`src/rtl/seq_sm_mul.sv`:
```
// ---------------------------------------------------------------------------
// seq_sm_mul -- sequential sign-magnitude multiplier (shift-and-add).
//
// Operands are sign-magnitude: bit WIDTH-1 is the sign, bits WIDTH-2..0 the
// magnitude (M = WIDTH-1 bits). The product is sign-magnitude on RW = 2*M+1
// bits. One magnitude bit of the multiplier is consumed per RUN cycle, so an
// operation takes M RUN cycles plus one DONE cycle. A zero magnitude on
// either operand skips RUN and goes straight to DONE.
//
// Parameters
//   WIDTH        total operand width, 2..16
//   NORM_ZERO    1: zero products get a positive sign; 0: keep XOR sign
//
// Ports
//   clk           rising-edge clock
//   rst           synchronous active-high reset
//   start         request, only looked at while IDLE
//   SAB           sign-magnitude multiplicand
//   SCD           sign-magnitude multiplier
//   result        registered sign-magnitude product
//   zeroFlag      registered: product magnitude is zero (sign ignored)
//   negativeFlag  registered: copy of result sign bit
//   busy          high whenever the FSM is not IDLE
//   done          one-cycle pulse while the FSM is in DONE
// ---------------------------------------------------------------------------
module seq_sm_mul #(
    parameter int WIDTH     = 3,
    parameter int NORM_ZERO = 0
) (
    input  logic               clk,
    input  logic               rst,
    input  logic               start,
    input  logic [WIDTH-1:0]   SAB,
    input  logic [WIDTH-1:0]   SCD,
    output logic [2*WIDTH-2:0] result,
    output logic               zeroFlag,
    output logic               negativeFlag,
    output logic               busy,
    output logic               done
);

    localparam int M  = WIDTH - 1;        // magnitude width
    localparam int RW = 2 * M + 1;        // result width
    localparam int CW = $clog2(M + 1);    // counter must hold the value M

    typedef enum logic [1:0] {
        IDLE = 2'd0,
        RUN  = 2'd1,
        DONE = 2'd2
    } state_e;

    state_e          state_q;
    logic [2*M-1:0]  mcand_q;     // multiplicand magnitude, shifted left each step
    logic [M-1:0]    mplr_q;      // multiplier magnitude, shifted right each step
    logic [2*M-1:0]  acc_q;       // partial-product accumulator
    logic [CW-1:0]   cnt_q;       // remaining RUN steps
    logic            sign_q;      // captured product sign (XOR of operand signs)
    logic [RW-1:0]   result_q;
    logic            zero_q;
    logic            neg_q;
    logic            busy_q;
    logic            done_q;

    logic [2*M-1:0]  acc_d;
    logic            final_sign;
    logic            start_sign;
    logic            start_zero;
    logic            zero_sign;

    // Next accumulator value and the sign the result will carry when it is
    // written. In the last RUN step acc_d is already the full product.
    // NOTE: every signal driven from always_comb gets a value on every path
    // (here a default first); a path that leaves one unassigned infers a latch.
    always_comb begin
        acc_d = acc_q;
        if (mplr_q[0]) begin
            acc_d = acc_q + mcand_q;
        end
        final_sign = sign_q;
        if ((NORM_ZERO != 0) && (acc_d == '0)) begin
            final_sign = 1'b0;
        end
    end

    assign start_sign = SAB[M] ^ SCD[M];
    assign start_zero = (SAB[M-1:0] == '0) || (SCD[M-1:0] == '0);
    // Zero shortcut: the magnitude is known to be zero, so only the sign
    // policy decides between +0 and -0.
    assign zero_sign  = (NORM_ZERO != 0) ? 1'b0 : start_sign;

    // Single FSM process; all outputs are registered alongside the state.
    // NOTE: sequential state is updated with non-blocking assignments only, so
    // every register samples values from before the clock edge.
    always_ff @(posedge clk) begin
        if (rst) begin
            state_q  <= IDLE;
            mcand_q  <= '0;
            mplr_q   <= '0;
            acc_q    <= '0;
            cnt_q    <= '0;
            sign_q   <= 1'b0;
            result_q <= '0;
            zero_q   <= 1'b1;
            neg_q    <= 1'b0;
            busy_q   <= 1'b0;
            done_q   <= 1'b0;
        end else begin
            done_q <= 1'b0;
            case (state_q)
                IDLE: begin
                    if (start) begin
                        sign_q  <= start_sign;
                        mcand_q <= {{M{1'b0}}, SAB[M-1:0]};
                        mplr_q  <= SCD[M-1:0];
                        acc_q   <= '0;
                        cnt_q   <= CW'(M);
                        busy_q  <= 1'b1;
                        if (start_zero) begin
                            result_q <= {zero_sign, {(RW-1){1'b0}}};
                            zero_q   <= 1'b1;
                            neg_q    <= zero_sign;
                            done_q   <= 1'b1;
                            state_q  <= DONE;
                        end else begin
                            state_q  <= RUN;
                        end
                    end
                end

                RUN: begin
                    acc_q   <= acc_d;
                    mcand_q <= mcand_q << 1;
                    mplr_q  <= mplr_q >> 1;
                    cnt_q   <= cnt_q - CW'(1);
                    // Last step: acc_d holds the complete product, publish it
                    // together with both flags as DONE is entered.
                    if (cnt_q == CW'(1)) begin
                        result_q <= {final_sign, acc_d};
                        zero_q   <= (acc_d == '0);
                        neg_q    <= final_sign;
                        done_q   <= 1'b1;
                        state_q  <= DONE;
                    end
                end

                DONE: begin
                    busy_q  <= 1'b0;
                    state_q <= IDLE;
                end

                default: begin
                    busy_q  <= 1'b0;
                    state_q <= IDLE;
                end
            endcase
        end
    end

    assign result       = result_q;
    assign zeroFlag     = zero_q;
    assign negativeFlag = neg_q;
    assign busy         = busy_q;
    assign done         = done_q;

endmodule
```
`config.mk`:
```
export PLATFORM = sky130hd
export DESIGN_NAME = seq_sm_mul
export DESIGN_NICKNAME = d
export VERILOG_FILES = /design/src/rtl/seq_sm_mul.sv
export SDC_FILE = /design/constraint.sdc
export NUM_CORES = 1
export LEC_CHECK = 0
export BUFFER_PORTS_ARGS = -buffer_cell sky130_fd_sc_hd__buf_2
export CAP_MARGIN = 25
export CELL_PAD_IN_SITES_DETAIL_PLACEMENT = 1
export CELL_PAD_IN_SITES_GLOBAL_PLACEMENT = 2
export CORE_MARGIN = 2
export CORE_UTILIZATION = 30
export CTS_CLUSTER_SIZE = 30
export DETAILED_ROUTE_END_ITERATION = 10
export PLACE_DENSITY_LB_ADDON = 0.2
export REMOVE_ABC_BUFFERS = 1
export SETUP_SLACK_MARGIN = 0.15
export SYNTH_ARGS = -nofsm -noshare
export SYNTH_HDL_FRONTEND = slang
export SYNTH_SLANG_ARGS = --single-unit
```
`constraint.sdc`:
```
create_clock -name clk -period 1.7 [get_ports clk]
set_input_delay 0.17 -clock clk [delete_from_list [all_inputs] [get_ports clk]]
set_output_delay 0.17 -clock clk [all_outputs]
set_load 0.02 [all_outputs]
```
==> impl_results.md <==
- Critical Path Source Type: flip-flop
- Initial Util: between 30% and 40%
- Worst R2R Path Depth: 6
- Dominant cells by area after synthesis: dfxtp_1, nor2_1, ha_1, nand2_1, a21oi_1
- Hold Fails Final Rpt: 0
- Chip height: 64.8 um
- Initial DRC count: 34
- Worst R2R End: zeroFlag$_SDFFE_PP1P_
- Final worst slack: -0.0495 ns
- Slowest cell on crit path: fa_2
- Vias in the first global route: 981
- EDFF count, synth: 0
- FMAX: 0.572 GHz
- Sink Count: 23
- Num CTS Buffers: 3
- Hold-critical path depth: 3
- Root Driver: clkbuf_8
- Pre-Repair DR Iteration Count: 3
- TNS Setup: -0.0495 ns
- RSZ-0062 raised after global routing: true
- R2R setup slack: -0.05 ns
- Min Hold Slack: 0.153 ns
- FFs w/ async S/R, synth: 0%
- DR WL/cell: 14.6 um
- Gp weighted congestion: 0.778
- # diodes: 0
- Vias post-DR: 975
- Worst Hold Class: in2reg
- DP Area: 1270 um^2
- Rows: 22
- Final period util: 103%
- Pins over their slew limit: 0
- Core ar.: about 3600 um^2
- Area of the mapped netlist: around 1100 um^2
- Latest clock arrival within the worst-skew pair: 0.27 ns
- Arr. time, crit path: roughly 1.9 ns
- Nets: 159
- Hold path startpoint: SCD[1]
- Kind of critical path: reg2reg
- #FFs+latches synth: 23
- Register area share after synthesis: 41.5%
- Htree depth: 1
- Max Cap Viol: 0
- Area grow syn2layout: 23.3%
- Port Buffer Count: 17
- Setup slack at placement: -0.197 ns
- Largest area contributor in the netlist: dfxtp_1
- Global route overflow: 0
- Synth Flop Type: dfxtp_1
- Drt total wl: 2810 um
- Via-per-instance ratio: 5.08
- Status: finished with violations
- Worst Hold End: mplr_q[1]$_SDFFE_PP0P_
- Origin of the critical flop-to-flop path: mcand_q[0]$_SDFFE_PP0P_
- Mean Syn Cell Area: 9.02 um^2
- Hold Buf Count CTS: 0
- Slew headroom: 68.6%
- Worst VDD drop: 0.355 mV
- CP Launch Point: mcand_q[0]$_SDFFE_PP0P_
- Post-route ant nets: 0
- # IOs: 18
- Largest net degree at the start of global routing: 19
- Worst setup EP type: flip-flop
- CTS tree: yes
- Leakage power figure: 0.555 nW
- All-Layer GR Usage: 14.8%
- Worst Tran Pin Value: 0.471 ns
- Clock Pin Slew Worst Setup and Hold Paths: 0.08 ns
- Die width: 64.8 um
- Fin crit period: 1.75 ns
- Setup-failing EPs final: 1
- Post-Synthesis Cells: 123
- Worst stage delay on the critical path: 0.36 ns
- Die Area: 4200 um^2
- Final Skew: 0.00232 ns
- Crit-path max FO: 3
- Failing checks: setup timing
- Cell Chain, Critical Path: ha_4, fa_2, xnor2_1, a211o_1, a311oi_2, a211oi_1
- CTS max path bufs: 2
- Synth warnings: 0
- Power Density: 878 nW/um^2
- Post-route DRC: 0
- Top-area cell type share of the netlist area: between 40% and 50%
- Design area: approximately 1400 um^2
- HPWL Detailed: about 2100 um
- Post-synthesis cell type count: 36
- Layout cell share with drive strength beyond 1: 32.6%
- Setup Fix Bufs, Post-CTS: 0
- Req. time, crit path: about 1.9 ns
- Initial antenna violation count: 0
- Global-route wire length before repair: 4740 um
## routing by layer
metal / GRT usage, % / vias up / wire length, um
li1: - / 483 / -
met1: 19.6 / 476 / 1430
met2: 24.0 / 11 / 1270
met3: 3.13 / 5 / 74
met4: 4.79 / 0 / 38
met5: 0 / - / 0
## Yosys cell counts (all sizes together), types with 4 or more instances
master  instances
a211oi          4
a21oi           8
a22oi           5
buf             4
dfxtp          23
ha              4
mux2i           4
nand2          12
nand2b          4
nor2           21
## logic make-up after synthesis
| group | after synthesis | synth area share, % |
|---|---|---|
| AO/OA/AOI/OAI | 32 | 21.8 |
| flip-flops | 23 | 41.5 |
| buffers and inverters | 9 | 4.28 |
| multiplexers | 4 | 3.61 |
| XOR/XNOR | 2 | 1.58 |
| AND/OR/NAND/NOR | 48 | 21.0 |
| adder cells (fa/ha/maj) | 5 | 6.31 |
## repair_timing
| action | in CTS | in global routing |
|---|---|---|
| pin swaps | 8 | 1 |
| gates cloned | 0 | 0 |
| hold endpoints to repair | 0 | 0 |
| setup endpoints to repair | 5 | 8 |
| resized for setup | 12 | 3 |
## cells in the final DEF (no fill, tap or decap), drive strengths merged, types with 2 or more instances in the layout
cell type / instances
nor3b: 2
a211oi: 4
nor2: 21
clkbuf: 3
dfxtp: 23
a22oi: 5
buf: 24
inv: 2
xnor2: 2
nor3: 3
a311oi: 3
ha: 4
nand2: 12
a211o: 3
mux2i: 4
nand2b: 4
a21oi: 8
## stage by stage
step	utilization [%]	power [W]	cells
final	38.0	0.00120	192
after global routing	38.0	0.00128	192
after CTS	37.7	0.00122	192
after detailed placement	35.1	0.000857	188
after global placement	35.1	0.000852	188
after floorplan	-	0.000762	116
## report_power, final
group	leakage [nW]	switching (W)	internal, W
Clock	0.0255	0.000185	0.000164
Sequential	0.191	0.0000336	0.000574
Combinational	0.339	0.000143	0.000102
Total	0.555	0.000361	0.000840
## how the worst max path moves through the flow
stage	end	slack, ns	cells after the start
6_report	zeroFlag$_SDFFE_PP1P_	-0.05	6
4_1_cts	zeroFlag$_SDFFE_PP1P_	-0.06	6
3_3_place_gp	zeroFlag$_SDFFE_PP1P_	-0.11	6
2_1_floorplan	zeroFlag$_SDFFE_PP1P_	-0.06	6
3_5_place_dp	zeroFlag$_SDFFE_PP1P_	-0.20	6
5_1_grt	zeroFlag$_SDFFE_PP1P_	-0.12	6
## worst max-delay path: cells and delay by family (launching register included)
family                   cells  cell delay [ns]
flip-flops                   1             0.34
AO/OA/AOI/OAI                3             0.64
adder cells (fa/ha/maj)      2             0.52
XOR/XNOR                     1             0.14
## sequential cells by signal, indices dropped and copies added (netlist names)
| name | flops |
|---|---|
| acc_q | 4 |
| mcand_q | 4 |
| zeroFlag | 1 |
| result | 5 |
| busy | 1 |
| done | 1 |
| mplr_q | 2 |
| final_sign | 1 |
| cnt_q | 2 |
| state_q | 2 |
## cell type report
class | instances | area (um^2)
fill | 441 | 2240
sequential | 23 | 470
clock buffer | 3 | 41.3
clock inverter | 1 | 5.00
tap | 48 | 60.1
multi-input combinational | 91 | 647
inverter | 2 | 7.51
timing repair buffer | 24 | 138
(Power assumes the default switching activity.)
